## src/rtl/gps_synth_pkg.sv

```systemverilog
// gps_synth_pkg: shared widths, LUT/scale constant functions and round/saturate helpers
// for the satellite channel datapath.
package gps_synth_pkg;

    localparam int PHASE_W_D = 32;
    localparam int NCO_W_D   = 9;
    localparam int OUT_W_D   = 16;

    // A registered chip of 1 maps to the -1 symbol on quadrature.
    localparam logic CHIP_NEG = 1'b1;

    // round(2^(nco_w-1)/sqrt(2)) = round(sqrt(2^(2*nco_w-3))), via floor(sqrt(4x)).
    function automatic int p_const(input int nco_w);
        longint v, r, t;
        v = 64'sd1 <<< (2 * nco_w - 1);
        r = 0;
        for (int b = 31; b >= 0; b--) begin
            t = r | (64'sd1 <<< b);
            if (t * t <= v) r = t;
        end
        return int'((r + 1) >>> 1);
    endfunction

    // round(amp * sin(pi/2 * k/q)), Taylor series in Q30 fixed point.
    function automatic int sin_entry(input int k, input int q, input int amp);
        longint x, t, s;
        x = longint'(k) * 64'sd1686629713 / longint'(q);
        t = x;
        s = x;
        for (int n = 1; n <= 10; n++) begin
            t = -((((t * x) >>> 30) * x) >>> 30) / longint'((2 * n) * (2 * n + 1));
            s = s + t;
        end
        return int'((longint'(amp) * s + (64'sd1 <<< 29)) >>> 30);
    endfunction

    function automatic longint rnd_shift(input longint v, input int s);
        return (s == 0) ? v : (v + (64'sd1 <<< (s - 1))) >>> s;
    endfunction

    function automatic longint sat_val(input longint v, input int w);
        longint lim;
        lim = (64'sd1 <<< (w - 1)) - 1;
        return (v > lim) ? lim : (v < -lim) ? -lim : v;
    endfunction

    function automatic logic sat_hit(input longint v, input int w);
        longint lim;
        lim = (64'sd1 <<< (w - 1)) - 1;
        return (v > lim) || (v < -lim);
    endfunction

endpackage

```

## src/rtl/doppler_nco_lut.sv

```systemverilog
// doppler_nco_lut: phase accumulator with quadrant-folded quarter-wave cos/sin table,
// output registered on the same enable that advances the phase.
module doppler_nco_lut
    import gps_synth_pkg::*;
#(
    parameter int PHASE_W = PHASE_W_D,
    parameter int LUT_AW  = 8,
    parameter int NCO_W   = NCO_W_D
) (
    input  logic                    clk,
    input  logic                    rst,
    input  logic                    en,
    input  logic [PHASE_W-1:0]      freq,
    output logic signed [NCO_W-1:0] cos_out,
    output logic signed [NCO_W-1:0] sin_out
);
    localparam int Q   = 1 << (LUT_AW - 2);
    localparam int AMP = (1 << (NCO_W - 1)) - 1;

    logic signed [NCO_W-1:0] tab [0:Q];
    logic [PHASE_W-1:0]      phase_q, phase_d;
    logic [LUT_AW-1:0]       a_s, a_c;
    logic signed [NCO_W-1:0] cos_q, cos_d, sin_q, sin_d;

    for (genvar k = 0; k <= Q; k++) begin : g_tab
        localparam int V = sin_entry(k, Q, AMP);
        assign tab[k] = NCO_W'(V);
    end

    function automatic logic signed [NCO_W-1:0] fold(input logic [LUT_AW-1:0] a);
        logic [LUT_AW-2:0] r;
        r = a[LUT_AW-2] ? (LUT_AW-1)'(Q) - {1'b0, a[LUT_AW-3:0]} : {1'b0, a[LUT_AW-3:0]};
        return a[LUT_AW-1] ? -tab[r] : tab[r];
    endfunction

    always_comb begin
        a_s     = phase_q[PHASE_W-1 -: LUT_AW];
        a_c     = a_s + LUT_AW'(Q);
        phase_d = en ? phase_q + freq : phase_q;
        cos_d   = en ? fold(a_c) : cos_q;
        sin_d   = en ? fold(a_s) : sin_q;
    end

    always_ff @(posedge clk or posedge rst) begin
        if (rst) begin
            phase_q <= '0;
            cos_q   <= '0;
            sin_q   <= '0;
        end else begin
            phase_q <= phase_d;
            cos_q   <= cos_d;
            sin_q   <= sin_d;
        end
    end

    assign cos_out = cos_q;
    assign sin_out = sin_q;

endmodule

```

## src/rtl/sat_chan_mod.sv

```systemverilog
// sat_chan_mod: one satellite's complex baseband contribution; config is staged and
// committed on C/A epochs, gain ramps toward target, output rounded and saturated.
module sat_chan_mod
    import gps_synth_pkg::*;
#(
    parameter int PHASE_W   = PHASE_W_D,
    parameter int LUT_AW    = 8,
    parameter int NCO_W     = NCO_W_D,
    parameter int GAIN_W    = 16,
    parameter int OUT_W     = OUT_W_D,
    parameter int CA_W      = 36,
    parameter int RAMP_STEP = 64
) (
    input  logic                    clk,
    input  logic                    rst,
    input  logic                    enable,
    input  logic [CA_W-1:0]         ca_seq,
    input  logic                    ca_epoch,
    input  logic                    nav_bit,
    input  logic                    cfg_valid,
    output logic                    cfg_ready,
    input  logic [PHASE_W-1:0]      cfg_freq,
    input  logic [GAIN_W-1:0]       cfg_gain,
    input  logic [$clog2(CA_W)-1:0] cfg_ca_sel,
    output logic                    out_valid,
    output logic signed [OUT_W-1:0] real_out,
    output logic signed [OUT_W-1:0] imag_out,
    output logic                    clip,
    output logic                    gain_settled
);
    localparam int SEL_W = $clog2(CA_W);
    localparam int S     = NCO_W + GAIN_W - OUT_W;
    localparam int PW    = NCO_W + GAIN_W + 1;
    localparam longint P = longint'(p_const(NCO_W));
    localparam logic [GAIN_W-1:0] STEP = GAIN_W'(RAMP_STEP);

    logic [PHASE_W-1:0]      freq_q, freq_d, stg_freq_q, stg_freq_d;
    logic [GAIN_W-1:0]       cur_gain_q, cur_gain_d, tgt_gain_q, tgt_gain_d;
    logic [GAIN_W-1:0]       stg_gain_q, stg_gain_d, diff, step;
    logic [SEL_W-1:0]        ca_sel_q, ca_sel_d, stg_sel_q, stg_sel_d;
    logic                    pending_q, pending_d, accept, commit;
    logic [3:0]              v_q, v_d;
    logic                    chip_q, chip_d, qen_q, qen_d, clip_q, clip_d;
    logic signed [NCO_W-1:0] cos_w, sin_w, i_q, i_d, qv_q, qv_d;
    logic signed [PW-1:0]    pi_q, pi_d, pq_q, pq_d;
    logic signed [OUT_W-1:0] re_q, re_d, im_q, im_d;
    longint                  ri, rq;

    doppler_nco_lut #(.PHASE_W(PHASE_W), .LUT_AW(LUT_AW), .NCO_W(NCO_W)) u_nco (
        .clk(clk), .rst(rst), .en(enable), .freq(freq_q), .cos_out(cos_w), .sin_out(sin_w)
    );

    always_comb begin
        accept     = cfg_valid && !pending_q;
        commit     = ca_epoch && pending_q;
        pending_d  = accept ? 1'b1 : commit ? 1'b0 : pending_q;
        stg_freq_d = accept ? cfg_freq : stg_freq_q;
        stg_gain_d = accept ? cfg_gain : stg_gain_q;
        stg_sel_d  = accept ? cfg_ca_sel : stg_sel_q;
        freq_d     = commit ? stg_freq_q : freq_q;
        tgt_gain_d = commit ? stg_gain_q : tgt_gain_q;
        ca_sel_d   = commit ? stg_sel_q : ca_sel_q;
        diff       = (tgt_gain_q > cur_gain_q) ? tgt_gain_q - cur_gain_q : cur_gain_q - tgt_gain_q;
        step       = (diff > STEP) ? STEP : diff;
        cur_gain_d = (RAMP_STEP == 0) ? (commit ? stg_gain_q : cur_gain_q) :
                     !enable ? cur_gain_q :
                     (tgt_gain_q > cur_gain_q) ? cur_gain_q + step : cur_gain_q - step;
    end

    // Stage registers hold between valids; only the valid shift register runs every cycle.
    always_comb begin
        v_d    = {v_q[2:0], enable};
        chip_d = enable ? (32'(ca_sel_q) < CA_W) && (ca_seq[ca_sel_q] ^ nav_bit) : chip_q;
        qen_d  = enable ? (32'(ca_sel_q) < CA_W) : qen_q;
        i_d    = v_q[0] ? NCO_W'(rnd_shift(longint'(cos_w) * P, NCO_W - 1)) : i_q;
        qv_d   = v_q[0] ? (!qen_q ? '0 : (chip_q == CHIP_NEG) ? -sin_w : sin_w) : qv_q;
        pi_d   = v_q[1] ? PW'(longint'(i_q) * longint'({1'b0, cur_gain_q})) : pi_q;
        pq_d   = v_q[1] ? PW'(longint'(qv_q) * longint'({1'b0, cur_gain_q})) : pq_q;
        ri     = rnd_shift(longint'(pi_q), S);
        rq     = rnd_shift(longint'(pq_q), S);
        re_d   = v_q[2] ? OUT_W'(sat_val(ri, OUT_W)) : re_q;
        im_d   = v_q[2] ? OUT_W'(sat_val(rq, OUT_W)) : im_q;
        clip_d = v_q[2] && (sat_hit(ri, OUT_W) || sat_hit(rq, OUT_W));
    end

    always_ff @(posedge clk or posedge rst) begin
        if (rst) begin
            pending_q  <= 1'b0;
            stg_freq_q <= '0;
            stg_gain_q <= '0;
            stg_sel_q  <= '0;
            freq_q     <= '0;
            tgt_gain_q <= '0;
            cur_gain_q <= '0;
            ca_sel_q   <= '0;
            v_q        <= '0;
            chip_q     <= 1'b0;
            qen_q      <= 1'b0;
            i_q        <= '0;
            qv_q       <= '0;
            pi_q       <= '0;
            pq_q       <= '0;
            re_q       <= '0;
            im_q       <= '0;
            clip_q     <= 1'b0;
        end else begin
            pending_q  <= pending_d;
            stg_freq_q <= stg_freq_d;
            stg_gain_q <= stg_gain_d;
            stg_sel_q  <= stg_sel_d;
            freq_q     <= freq_d;
            tgt_gain_q <= tgt_gain_d;
            cur_gain_q <= cur_gain_d;
            ca_sel_q   <= ca_sel_d;
            v_q        <= v_d;
            chip_q     <= chip_d;
            qen_q      <= qen_d;
            i_q        <= i_d;
            qv_q       <= qv_d;
            pi_q       <= pi_d;
            pq_q       <= pq_d;
            re_q       <= re_d;
            im_q       <= im_d;
            clip_q     <= clip_d;
        end
    end

    assign cfg_ready    = !pending_q;
    assign out_valid    = v_q[3];
    assign real_out     = re_q;
    assign imag_out     = im_q;
    assign clip         = clip_q;
    assign gain_settled = (cur_gain_q == tgt_gain_q);

endmodule

```

## config.mk

```make
export PLATFORM = sky130hd
export DESIGN_NAME = sat_chan_mod
export DESIGN_NICKNAME = d
export VERILOG_FILES = /design/src/rtl/gps_synth_pkg.sv /design/src/rtl/doppler_nco_lut.sv /design/src/rtl/sat_chan_mod.sv
export SDC_FILE = /design/constraint.sdc
export NUM_CORES = 2
export LEC_CHECK = 0
export ABC_AREA = 0
export BUFFER_PORTS_ARGS = -buffer_cell sky130_fd_sc_hd__buf_2
export CAP_MARGIN = 20
export CORE_UTILIZATION = 45
export CTS_CLUSTER_SIZE = 8
export DETAILED_ROUTE_END_ITERATION = 16
export MAX_ROUTING_LAYER = met4
export PLACE_DENSITY_LB_ADDON = 0.08
export SLEW_MARGIN = 20
export SYNTH_ARGS = -nofsm -noshare
export SYNTH_HDL_FRONTEND = slang
export SYNTH_SLANG_ARGS = --single-unit
```

## constraint.sdc

```tcl
create_clock -name clk -period 7.5 [get_ports clk]
set_input_delay 0.75 -clock clk [delete_from_list [all_inputs] [get_ports clk]]
set_output_delay 0.75 -clock clk [all_outputs]
set_load 0.05 [all_outputs]
```

# After elaboration in Yosys (flattened, before gate mapping)
# Memory sizes are Yosys's and may differ from the RTL's.
# Cells that the tools add are included.
# word_totals
register_bits	284
latchBits	0
mem_bits_rw	0
rom_bits	2304
in_bits	96
output_inout_bits	36
elab_cells	84
memories	2
# classes
n_addsub	14
multipliers	3
n_div	0
order_cmp	10
eq_ne	1
n_shift	0
muxes	21
bitwise	3
n_reduce_logical	9
# mem_list
name	depth	width	read_ports	rd_ports_with_merged_regs	write_ports	line	text
(name not given)	128	9	1	0	0	doppler_nco_lut.sv:33	return a[LUT_AW-1] ? -tab[r] : tab[r];
(name not given)	128	9	1	0	0	doppler_nco_lut.sv:33	
# op_table
cell	count
$mux W16	7
$mux W9	8
$add A26 B10 Y27 const B	2
$mul A9 B17 Y26	2
$sub A16 B16 Y16	3
$gt A18 B16 Y1 const B	2
$lt A18 B16 Y1 const B	2
$add A32 B32 Y32	1
$neg A9 Y9	3
$add A17 B9 Y17 const B	1
$mul A9 B9 Y17 const B	1
$add A16 B16 Y16	1
$eq A16 B16 Y1	1
$ge A8 B8 Y1 const B	2
$gt A16 B16 Y1	1
$gt A16 B7 Y1 const B	1
$not A7 Y8	2
$mux W7	2
$sub A7 B6 Y7 const A	2
$add A8 B7 Y8 const B	1
$lt A6 B7 Y1 const B	1
$bmux W1 S6	1
$lt A6 B6 Y1 const B	1
$logic_and A1 B1 Y1	4
5 further kinds	9

# Depth between registers and ports, before layout
# depth
word_depth	9
mapped_depth	30

# By module
# Synthesis repeated with hierarchy kept, for this count alone.
# unflattened
hier_cells	2940
area_unflattened_um2	27436.3
# by_module_without_submodules
mod	n_inst	cells_per_inst	area_each_um2	seq_area_each_um2
sat_chan_mod	1	2243	21717.1	5455.2
doppler_nco_lut	1	697	5719.2	1251.2

# Least setup slack after synthesis
# No wires, ideal clock.
# synth_timing
path_type	reg2reg
startpoint	register cur_gain_q[9]
endpoint	register cur_gain_q[14]
setup_ps	120
arrival_ps	6787
setup_slack_ps	593
stages_incl_launch_ff	30
period_less_slack_ps	6907
path_cell_list	dfrtp_1 > clkinv_1 > ha_1 > buf_4 > nand4_4 > or4_4 > nor4_4 > a21oi_4 > buf_8 > mux2i_1 > xnor2_2 > nand3_2 > nor3_2 > o21a_2 > nand2b_1 > ha_1 > a22oi_1 > inv_2 > fa_1 > nor2b_1 > o21ai_0 > a21boi_0 > o21ai_0 > a21boi_0 > o21ai_0 > a21boi_0 > o211ai_1 > a2111oi_0 > o21ai_0 > a31o_2
# synth_between
elab_chain_cells	6
elab_cells_between_ends	9
# synth_lines
item	line	text
from (decl)	sat_chan_mod.sv:38	logic [GAIN_W-1:0] cur_gain_q, cur_gain_d, tgt_gain_q, tgt_gain_d;
from (signal assigned)	sat_chan_mod.sv:113	cur_gain_q <= cur_gain_d;
$sub A16 B16 Y16 / $gt A16 B16 Y1 (equally long branches)	sat_chan_mod.sv:63, sat_chan_mod.sv:67	
$mux W16	sat_chan_mod.sv:63	diff = (tgt_gain_q > cur_gain_q) ? tgt_gain_q - cur_gain_q : cur_gain_q - tgt_gain_q;
$gt A16 B7 Y1	sat_chan_mod.sv:64	step = (diff > STEP) ? STEP : diff;
$mux W16	sat_chan_mod.sv:64	
$sub A16 B16 Y16 / $add A16 B16 Y16 (equally long branches)	sat_chan_mod.sv:67	(tgt_gain_q > cur_gain_q) ? cur_gain_q + step : cur_gain_q - step;
$mux W16 (*)	sat_chan_mod.sv:67	
# Every way passes the cells marked *; elsewhere a longest branch is shown, timed or not.
# A chain may end at the register's enable or synchronous reset.

# Worst setup path in the final report
# layout_timing
startpoint	register cur_gain_q[8]
endpoint	register cur_gain_q[14]
# Same word-level chain as after synthesis.

==> impl_metrics.ini <==
[floorplanning]
die-area_um2 = 61100
fp.dieH_um = 247
start_util = 0.457
core_um2 = 59200
die_w_um = 247
io_pins = 132
num_rows = 89

[synth]
synth_top_area_share = 0.248
synth_top_area_cell = dfrtp_1
yosysMostFrequentCell = inv_1
yosys_most_used_dff = dfrtp_1
synth_area_um2 = 27100
syn-instance-count = 2869
ys_seq_area_frac = 0.248
yosys_warnings = 0
syn_area_per_cell_um2 = 9.43
synth_cell_types = 89
ys_top_cells_by_area = dfrtp_1 25%, fa_1 16%, ha_1 13%
synth_edf_count = 0
async_flop_share = 1.00
yosys-top-cells-count = 331 x inv_1, 302 x nand2_1, 274 x ha_1
synth-seq-cells = 268
synth_fp_nets = 3460

[finish]
regArea_um2 = 6710
syn_to_final_growth_pct = 10.5
multi_input_area_um2 = 18600
num-nets-final = 3576
diodes = 0
drive_gt1_frac = 0.159
nFillCells = 5527

[timing]
setup_viol = 0
drv_slew = 0
hold_violations = 0
fin_worst_skew_ps = 17.8
worstMarginPinSlew_ps = 1030
relSlewSlack = 0.312
fin_crit_sh = 0.929
fin_setup_tns_ps = 0
rsz0062_at_grt = false
max_freq_ghz = 0.144
timing.final.crit_period_ps = 6970

[clock_network]
postCtsHoldBufs = 0
cts.clk_slew.worst_paths_ps = 50
cts_tree = built
cts_resized = 0
cts_buffer_depth = 3
ctsHtreeMaxLevel = 2
insertion_delay_ps = 580
post_cts_buffers = 0
clockRootBuffer = clkbuf_16
cts_sinks = 268
cts_inserted_buffers = 41

[global_routing]
track_usage = 0.235
grt-ovfl-total = 0
grt_pass1_wl_um = 111000
grt_pass1_vias = 21100
antenna_found_initial = 0
grt_max_degree = 162

[status]
outcome = complete, but fails checks
violations = DRC

[worst_hold_path]
hp-start = ca_epoch
holdPathStages = 2
min_path_type = primary input to flop

[routing]
via_per_inst = 5.49
post-route-drc-count = 7
drt-total-wl_um = 68400
routedWlPerCell_um = 18.1
dr.pass1.iters = 14
vias = 20700
drt-initial-drc-count = 898
detail-route-antenna-nets = 0

[place]
hpwl_um = 52500
gp_congestion = 0.890
portBuffers = 131

[worst_setup_path]
worstSetupPathType = flop to flop
crit_top_cell = o21ai_0
crit_start = cur_gain_q[8]$_DFFE_PP0P_
max_stage_delay_ps = 570
rr_startpoint = cur_gain_q[8]$_DFFE_PP0P_
crit_path_end_kind = flop
crit_required_ps = 7960
rr_worst_depth = 28
crit_path_start_kind = flop
cp_slowest_cell = or4_4
worstPathMaxFanout = 37
crit_arrival_ps = 7430

[run]
drv_cap = 0
==> routing by layer <==
metal  routed length, µm  GRT usage  vias up
met5                   0          -        -
met4                1910     0.0709        0
met3                2650     0.0253      122
met2               32700      0.385      422
met1               31100      0.306    10200
li1                    -          -     9897
==> layout by cell type (no fill, tap or decap), drive strengths merged, types with 14 or more instances in the layout <==
cell type / count
xnor2: 98
a21o: 31
buf: 193
fa: 221
nand2: 303
mux4: 18
or3: 19
ha: 274
mux2i: 27
o21a: 19
inv: 334
nor2b: 20
clkinv: 14
xor2: 54
a21oi: 155
nand3: 40
and2: 44
nor3: 54
a31oi: 20
nor2: 208
nand4: 18
o21ai: 101
clkbuf: 46
a211oi: 22
o31ai: 17
nand2b: 31
dfrtp: 268
mux2: 171
==> through the flow <==
step | cells | worst slack [ps] | util | cell area [µm²] | hold WS, ps
5_1_grt | 3768 | 8.72 | 0.505 | 29900 | 354
3_5_place_dp | 3715 | 256 | 0.484 | 28700 | 490
3_3_place_gp | 3715 | 492 | 0.484 | 28700 | 483
4_1_cts | 3768 | 230 | 0.504 | 29900 | 335
6_report | 3768 | 531 | 0.505 | 29900 | 372
2_1_floorplan | 2869 | 593 | - | 27100 | 370
==> sequential cells by signal, indices dropped and copies added (netlist names), 9 cells and up <==
signal / cells
cur_gain_q: 16
freq_q: 32
i_q: 9
imag_out: 16
pi_q: 18
pq_q: 18
qv_q: 9
real_out: 16
stg_freq_q: 32
stg_gain_q: 16
tgt_gain_q: 16
u_nco.cos_out: 9
u_nco.phase_q: 32
u_nco.sin_out: 9
==> final timing paths <==
| kind | slack [ps] | to |
|---|---|---|
| min in group asynchronous | 410 | pi_q[25]$_DFFE_PP0P_ |
| min reg2reg | 500 | ca_sel_q[4]$_DFFE_PP0P_ |
| max | 530 | cur_gain_q[14]$_DFFE_PP0P_ |
| max reg2reg | 530 | cur_gain_q[14]$_DFFE_PP0P_ |
| min | 370 | pending_q$_DFFE_PP0P_ |
| max in group asynchronous | 5770 | ca_sel_q[0]$_DFFE_PP0P_ |
==> worst max-delay path: cells and delay by family (launching register included) <==
family          cells  cell delay, ps
compound gates     13            2840
xor+xnor            1             180
fa+ha+maj           3            1170
buf+inv             3             390
flops               1             350
mux                 1             240
simple gates        7            1680
==> kinds of logic after synthesis <==
group	Yosys count	share of synthesized area
AO/OA/AOI/OAI	473	0.111
XOR/XNOR	152	0.0495
adder cells (fa/ha/maj)	495	0.290
buffers and inverters	463	0.0659
flip-flops	268	0.248
multiplexers	216	0.0961
AND/OR/NAND/NOR	802	0.140
==> cell type report <==
type,count,area share
clock inverter,7,0.00372
sequential,268,0.224
timing repair buffer,193,0.0384
inverter,343,0.0432
multi-input combinational,2138,0.622
clock buffer,46,0.0359
tap,773,0.0323
Power is left out: the tool's default activity adds up to more than one toggle a clock period on the data nets, which glitch-free logic cannot reach.
